==> config.mk <==
export PLATFORM = sky130hd
export DESIGN_NAME = ps2_tx_shifter
export DESIGN_NICKNAME = d
export VERILOG_FILES = /design/src/rtl/ps2_pkg.sv /design/src/rtl/ps2_tx_shifter.sv
export SDC_FILE = /design/constraint.sdc
export NUM_CORES = 1
export LEC_CHECK = 0
export CAP_MARGIN = 0
export CELL_PAD_IN_SITES_DETAIL_PLACEMENT = 0
export CELL_PAD_IN_SITES_GLOBAL_PLACEMENT = 1
export CORE_MARGIN = 2
export CORE_UTILIZATION = 41
export DETAILED_ROUTE_END_ITERATION = 8
export PLACE_DENSITY_LB_ADDON = 0.1
export SYNTH_ARGS = -nofsm -noshare
export SYNTH_HDL_FRONTEND = slang
export SYNTH_SLANG_ARGS = --single-unit
==> constraint.sdc <==
create_clock -name clock -period 2.19 [get_ports clock]
set_input_delay 0.219 -clock clock [delete_from_list [all_inputs] [get_ports clock]]
set_output_delay 0.219 -clock clock [all_outputs]
set_load 0.02 [all_outputs]
==> src/rtl/ps2_pkg.sv <==
`default_nettype none
// ============================================================================
// Module   : ps2_pkg
// Brief    : Shared PS/2 definitions: transmit state encoding, keyboard
//            command bytes, default timing constants and a parity helper.
//            Used by both the receive and the transmit shifters.
// Revision : 1.0 - initial release
// ============================================================================
package ps2_pkg;

    // Host-to-device transmit sequencer states
    typedef enum logic [2:0] {
        PS2_TX_IDLE      = 3'd0,
        PS2_TX_INHIBIT   = 3'd1,
        PS2_TX_REQUEST   = 3'd2,
        PS2_TX_DATA      = 3'd3,
        PS2_TX_PARITY    = 3'd4,
        PS2_TX_STOP      = 3'd5,
        PS2_TX_WAIT_IDLE = 3'd6
    } ps2_tx_state_t;

    // Common keyboard commands
    localparam logic [7:0] PS2_CMD_SET_LEDS = 8'hED;
    localparam logic [7:0] PS2_CMD_RESET    = 8'hFF;

    // Default timing at a 12.5 MHz CPU clock: 100 us inhibit, 20 ms timeout
    localparam int PS2_INHIBIT_CYCLES_DEFAULT = 1250;
    localparam int PS2_TIMEOUT_CYCLES_DEFAULT = 250000;

    // Number of data bits in a PS/2 frame
    localparam int PS2_DATA_BITS = 8;

    // PS/2 uses odd parity: the parity bit makes the total count of ones odd
    function automatic logic ps2_odd_parity(input logic [7:0] value);
        return ~^value;
    endfunction

endpackage
`default_nettype wire

==> src/rtl/ps2_tx_shifter.sv <==
`default_nettype none
// ============================================================================
// Module   : ps2_tx_shifter
// Brief    : PS/2 host-to-device transmitter. A bus write of a command byte
//            starts the request-to-send sequence (clock inhibit, start bit,
//            clock release), then shifts data, parity and stop bits out on
//            falling device clock edges and checks the device ACK. Line
//            drivers are pull-low enables; the tristates live at board level.
// Revision : 1.0 - initial release
// ============================================================================
module ps2_tx_shifter
    import ps2_pkg::*;
#(
    parameter int INHIBIT_CYCLES = PS2_INHIBIT_CYCLES_DEFAULT,
    parameter int TIMEOUT_CYCLES = PS2_TIMEOUT_CYCLES_DEFAULT
) (
    input  logic        clock,
    input  logic        reset,
    input  logic        cs,
    input  logic        write,
    input  logic [31:0] data_in,
    input  logic        edge_found,
    input  logic        ps2_data_sync,
    input  logic        ps2_clock_sync,
    output logic        ps2_clock_oe,
    output logic        ps2_data_oe,
    output logic        transmitting,
    output logic        done,
    output logic        ack_error,
    output logic        timeout_error
);

    // INHIBIT_CYCLES must be at least 1 so the counter has a non-zero width
    localparam int INH_W = $clog2(INHIBIT_CYCLES + 1);
    localparam int TO_W  = $clog2(TIMEOUT_CYCLES + 1);

    localparam logic [INH_W-1:0] INH_LAST    = INH_W'(INHIBIT_CYCLES);
    localparam logic [INH_W-1:0] INH_PRELAST = INH_W'(INHIBIT_CYCLES - 1);
    localparam logic [TO_W-1:0]  TO_LIMIT    = TO_W'(TIMEOUT_CYCLES);
    localparam logic [3:0]       LAST_BIT    = 4'(PS2_DATA_BITS);

    // Registered state
    ps2_tx_state_t    state;
    logic [7:0]       shift;
    logic             parity;
    logic [3:0]       bit_count;
    logic [INH_W-1:0] inhibit_count;
    logic [TO_W-1:0]  timeout_count;
    logic             ack_fail;

    // Next-state values
    ps2_tx_state_t    state_next;
    logic [7:0]       shift_next;
    logic             parity_next;
    logic [3:0]       bit_count_next;
    logic [INH_W-1:0] inhibit_count_next;
    logic [TO_W-1:0]  timeout_count_next;
    logic             ack_fail_next;
    logic             clock_oe_next;
    logic             data_oe_next;
    logic             transmitting_next;
    logic             done_next;
    logic             ack_error_next;
    logic             timeout_error_next;

    logic             write_accept;

    // Only the top byte of the bus word carries the command
    logic             unused_data_bits;
    assign unused_data_bits = ^data_in[23:0];

    assign write_accept = cs & write;

    // State and output registers; reset releases both lines at once
    always_ff @(posedge clock or negedge reset) begin
        if (!reset) begin
            state         <= PS2_TX_IDLE;
            shift         <= '0;
            parity        <= 1'b0;
            bit_count     <= '0;
            inhibit_count <= '0;
            timeout_count <= '0;
            ack_fail      <= 1'b0;
            ps2_clock_oe  <= 1'b0;
            ps2_data_oe   <= 1'b0;
            transmitting  <= 1'b0;
            done          <= 1'b0;
            ack_error     <= 1'b0;
            timeout_error <= 1'b0;
        end else begin
            state         <= state_next;
            shift         <= shift_next;
            parity        <= parity_next;
            bit_count     <= bit_count_next;
            inhibit_count <= inhibit_count_next;
            timeout_count <= timeout_count_next;
            ack_fail      <= ack_fail_next;
            ps2_clock_oe  <= clock_oe_next;
            ps2_data_oe   <= data_oe_next;
            transmitting  <= transmitting_next;
            done          <= done_next;
            ack_error     <= ack_error_next;
            timeout_error <= timeout_error_next;
        end
    end

    // Next-state and next-output logic for the request-to-send sequence
    always_comb begin
        state_next         = state;
        shift_next         = shift;
        parity_next        = parity;
        bit_count_next     = bit_count;
        inhibit_count_next = inhibit_count;
        timeout_count_next = timeout_count;
        ack_fail_next      = ack_fail;
        clock_oe_next      = ps2_clock_oe;
        data_oe_next       = ps2_data_oe;
        done_next          = 1'b0;
        ack_error_next     = ack_error;
        timeout_error_next = timeout_error;

        case (state)
            PS2_TX_IDLE: begin
                clock_oe_next = 1'b0;
                data_oe_next  = 1'b0;
                if (write_accept) begin
                    shift_next         = data_in[31:24];
                    parity_next        = ps2_odd_parity(data_in[31:24]);
                    ack_error_next     = 1'b0;
                    timeout_error_next = 1'b0;
                    ack_fail_next      = 1'b0;
                    bit_count_next     = '0;
                    timeout_count_next = '0;
                    // Counts inhibit cycles starting from 1 on the first one
                    inhibit_count_next = INH_W'(1);
                    clock_oe_next      = 1'b1;
                    // A one-cycle inhibit already needs the start bit
                    data_oe_next       = (INHIBIT_CYCLES <= 1);
                    state_next         = PS2_TX_INHIBIT;
                end
            end

            PS2_TX_INHIBIT: begin
                if (inhibit_count >= INH_LAST) begin
                    // Release the clock while holding the start bit low
                    clock_oe_next      = 1'b0;
                    data_oe_next       = 1'b1;
                    timeout_count_next = TO_W'(1);
                    state_next         = PS2_TX_REQUEST;
                end else begin
                    inhibit_count_next = inhibit_count + INH_W'(1);
                    if (inhibit_count == INH_PRELAST) begin
                        data_oe_next = 1'b1;
                    end
                end
            end

            default: begin
                // REQUEST through WAIT_IDLE: timeout wins over a same-cycle edge
                if (timeout_count >= TO_LIMIT) begin
                    clock_oe_next      = 1'b0;
                    data_oe_next       = 1'b0;
                    timeout_error_next = 1'b1;
                    done_next          = 1'b1;
                    state_next         = PS2_TX_IDLE;
                end else begin
                    timeout_count_next = timeout_count + TO_W'(1);
                    case (state)
                        PS2_TX_REQUEST: begin
                            if (edge_found) begin
                                data_oe_next   = ~shift[0];
                                bit_count_next = 4'd1;
                                state_next     = PS2_TX_DATA;
                            end
                        end
                        PS2_TX_DATA: begin
                            if (edge_found) begin
                                if (bit_count == LAST_BIT) begin
                                    data_oe_next = ~parity;
                                    state_next   = PS2_TX_PARITY;
                                end else begin
                                    data_oe_next   = ~shift[bit_count[2:0]];
                                    bit_count_next = bit_count + 4'd1;
                                end
                            end
                        end
                        PS2_TX_PARITY: begin
                            if (edge_found) begin
                                // Stop bit: let the pull-up drive the line high
                                data_oe_next = 1'b0;
                                state_next   = PS2_TX_STOP;
                            end
                        end
                        PS2_TX_STOP: begin
                            if (edge_found) begin
                                // Device ACKs by holding data low at this edge
                                ack_fail_next = ps2_data_sync;
                                state_next    = PS2_TX_WAIT_IDLE;
                            end
                        end
                        PS2_TX_WAIT_IDLE: begin
                            if (ps2_clock_sync && ps2_data_sync) begin
                                ack_error_next = ack_fail;
                                done_next      = 1'b1;
                                clock_oe_next  = 1'b0;
                                data_oe_next   = 1'b0;
                                state_next     = PS2_TX_IDLE;
                            end
                        end
                        default: begin
                            clock_oe_next = 1'b0;
                            data_oe_next  = 1'b0;
                            state_next    = PS2_TX_IDLE;
                        end
                    endcase
                end
            end
        endcase

        transmitting_next = (state_next != PS2_TX_IDLE);
    end

endmodule
`default_nettype wire

==> summary.txt <==
Global route
  – Pin count of the biggest net entering global routing: 28
  – Overflow left after global routing: 0
  – Vias in the first global route: 2520
  – Initial antenna violation count: 0
  – GRT Util Overall: 0.190
  – First-pass GRT wire length: 12.7 mm

Synthesis
  – Post-synthesis register bit count: 52
  – Number of flops mapped to enable cells by yosys: 0
  – Syn_nets: 382
  – Proportion of synthesized chip area in sequential cells: 0.425
  – Synthesized area per cell: 9.12 sq um
  – Top FF cell, synth: sky130_fd_sc_hd__dfrtp_1
  – Warnings from Yosys: 0
  – Distinct cell type count of the synthesized netlist: 62
  – Syn Std Cell Area: 0.00306 sq mm
  – Ys async rst share: 1.00
  – Cell count after synthesis: 336

Cells and area
  – Number of antenna cells inserted: 0
  – Commonest cells after routing, fill and taps aside: 52 x sky130_fd_sc_hd__dfrtp_1, 50 x sky130_fd_sc_hd__nand2_1, 25 x sky130_fd_sc_hd__nor2_1
  – Fraction of final layout cells with drive strength greater than 1: 0.123
  – Commonest non-fill, non-tap cell in the layout: sky130_fd_sc_hd__dfrtp_1
  – Final #Nets: 412
  – Layout-stage area growth over the synthesis result: 16.7%
  – Fillcell total: 699

Clocking
  – TritonCTS clock tree: yes
  – Number of sinks driven by the clock tree: 52
  – Cts bufs inserted: 5
  – H-tree level count: 2
  – Clock-pin slew of the registers on the worst-case setup and hold paths: 0.10 ns
  – Post-CTS setup repair buffer count: 0
  – Buffer depth of the longest clock path: 2
  – Clock Root Buffer: sky130_fd_sc_hd__clkbuf_8
  – Clock insertion delay at the later pin of the skew report: 0.32 ns

Flow run
  – Max-cap check violation count: 0

Floorplanning
  – Die Height: 90.5 um
  – Count of boundary I/O pins: 45
  – Initial standard-cell utilization of the core: 0.422
  – Die extent in x: 90.5 um
  – Overall die area: 0.00818 sq mm
  – Core area: 0.00725 sq mm
  – Row Count: 31

Detailed routing
  – DRC violation total after the first TritonRoute iteration: 151
  – Routed via count divided by cell count: 5.68
  – Number of nets with antenna violations after routing: 0
  – Wire length after detailed routing: 7.39 mm
  – Number of search-and-repair iterations in the first detailed-routing pass: 4
  – Routed length per placed instance: 15.8 um
  – Detailed-route wire length on metal 1: 3.73 mm
  – Highest layer used for signal routing: met4
  – Met2 routed wirelength: 3.37 mm
  – Overall via count from detail_route: 2649
  – Met3 Wirelength: 205 um
  – Remaining DRCs: 0

Setup path
  – Endpoint type of the worst setup path: flop
  – Critical path data arrival time: 2.27 ns
  – Classification of the worst setup path: flop to flop
  – Reg2reg setup slack: 0.16 ns
  – Endpoint required time on the critical path: 2.43 ns
  – Startpoint kind of the worst setup timing path: flop
  – Worst-path fanout max: 8

Power and ir drop
  – Leakage power summed over all cells: 1.55 nW
  – Largest vdd supply drop: 563 uV
  – Power density of the placed cells: 1210 mW/mm^2

STA
  – Tightest hold margin: 0.461 ns
  – Achievable Freq: 0.492 GHz
  – Accumulated negative setup slack: 0 ns
  – Final-report setup violation count: 0
  – Setup skew after layout: 0.0162 ns
  – Max_slew headroom: 0.567
  – Hold violation total from the final report: 0
  – Period Utilization, post-route: 0.928
  – Min Tclk post-route: 2.03 ns
  – RSZ-0062 raised after global routing: false
  – Final Max Tran Viols: 0
  – Worst-margin pin slew: 0.649 ns

Placement
  – Detailed placement HPWL: 5.31 mm
  – I/O Buffers: 20
  – GP Congestion: 0.805

Status
  – Outcome: finished, final reports clean

Worst hold path
  – Worst hold-check path type: primary input to async pin
report_power, final:
group	leakage [nW]	internal [mW]	switching (mW)
clock	0.0552	0.340	0.329
combinational	0.825	0.824	1.00
sequential	0.666	1.35	0.466
per-layer routing:
layer	vias up	GRT usage
met2	39	0.290
met1	1313	0.283
met4	0	0.0462
met3	6	0.0284
li1	1291	-
met5	-	0
sequential cells by signal, summed over array words and instances, names as in the netlist, 3 cells and up:
| signal | count |
|---|---|
| timeout_count | 18 |
| bit_count | 4 |
| inhibit_count | 11 |
| shift | 8 |
| state | 3 |
Yosys cell counts (all sizes together), types with 3 or more instances:
master	instances	area, sq um
nor3	12	65.1
nand3	18	100
nand2	50	188
a21oi	18	90.1
a31oi	13	81.3
ha	7	87.6
a211o	3	26.3
and2	3	18.8
nor4	3	33.8
or4	3	26.3
o31ai	4	35.0
dfrtp	52	1300
a21o	5	38.8
buf	10	62.6
and4	3	27.5
nor2	26	105
nand4	6	37.5
and3	6	42.5
inv	12	45.0
clkbuf	7	27.5
nor2b	3	18.8
xor2	7	61.3
a41oi	6	52.6
a211oi	3	22.5
xnor2	7	61.3
o21ai	14	81.3
stage by stage:
| stage | setup slack [ns] | utilization | instance area (sq um) | cells | power, mW |
|---|---|---|---|---|---|
| 3_3_place_gp | 0.146 | 0.475 | 3450 | 457 | 3.62 |
| 4_1_cts | 0.0900 | 0.492 | 3570 | 466 | 4.34 |
| 2_1_floorplan | 0.234 | - | 3060 | 336 | 3.02 |
| 6_report | 0.158 | 0.493 | 3570 | 466 | 4.31 |
| 3_5_place_dp | 0.123 | 0.475 | 3450 | 457 | 3.65 |
| 5_1_grt | 0.0384 | 0.493 | 3570 | 466 | 4.70 |
path summary, 6_finish.rpt:
kind / start / to / depth (start not counted)
worst max-delay path: inhibit_count[0] / timeout_count[12] / 7
worst min register to register: shift[5] / shift[5] / 2
worst max register to register: inhibit_count[0] / timeout_count[12] / 7
max in group asynchronous: reset / timeout_count[4] / 3
min in group clock: data_in[25] / shift[1] / 3
worst min-delay path: reset / inhibit_count[2] / 2
worst max-delay path, stage by stage (launching register included):
cell and delay (ns):
sky130_fd_sc_hd__dfrtp_1 0.35, sky130_fd_sc_hd__inv_1 0.07, sky130_fd_sc_hd__ha_1 0.20, sky130_fd_sc_hd__or4_4 0.55, sky130_fd_sc_hd__o211ai_2 0.27, sky130_fd_sc_hd__nand3_4 0.17
sky130_fd_sc_hd__buf_4 0.20, sky130_fd_sc_hd__a31oi_1 0.15
timing repair:
| action | in CTS | in global routing |
|---|---|---|
| hold buffers | 1 | 0 |
| setup endpoints to repair | 0 | 3 |
| endpoints found under the hold margin | 26 | 0 |
| resized for setup | 0 | 2 |
cell families after synthesis:
group	Yosys count	synth area share
and+or+nand+nor	144	0.247
AOI/OAI and AO/OA	86	0.194
DFF	52	0.425
buffers and inverters	29	0.0441
xor gates and xnor gates	14	0.0400
adders and majority gates	7	0.0286
muxes	4	0.0212
cell type report:
cell class | instances | area (sq um) | share of cell area
multi-input cells | 255 | 1640 | 0.458
flip-flops and latches | 52 | 1300 | 0.364
repair buffers | 40 | 360 | 0.101
well taps | 99 | 124 | 0.0347
clock buffers | 6 | 72.6 | 0.0203
inverters | 12 | 45.0 | 0.0126
clock inverters | 2 | 35.0 | 0.00980
Power figures use the tool's default switching activity.
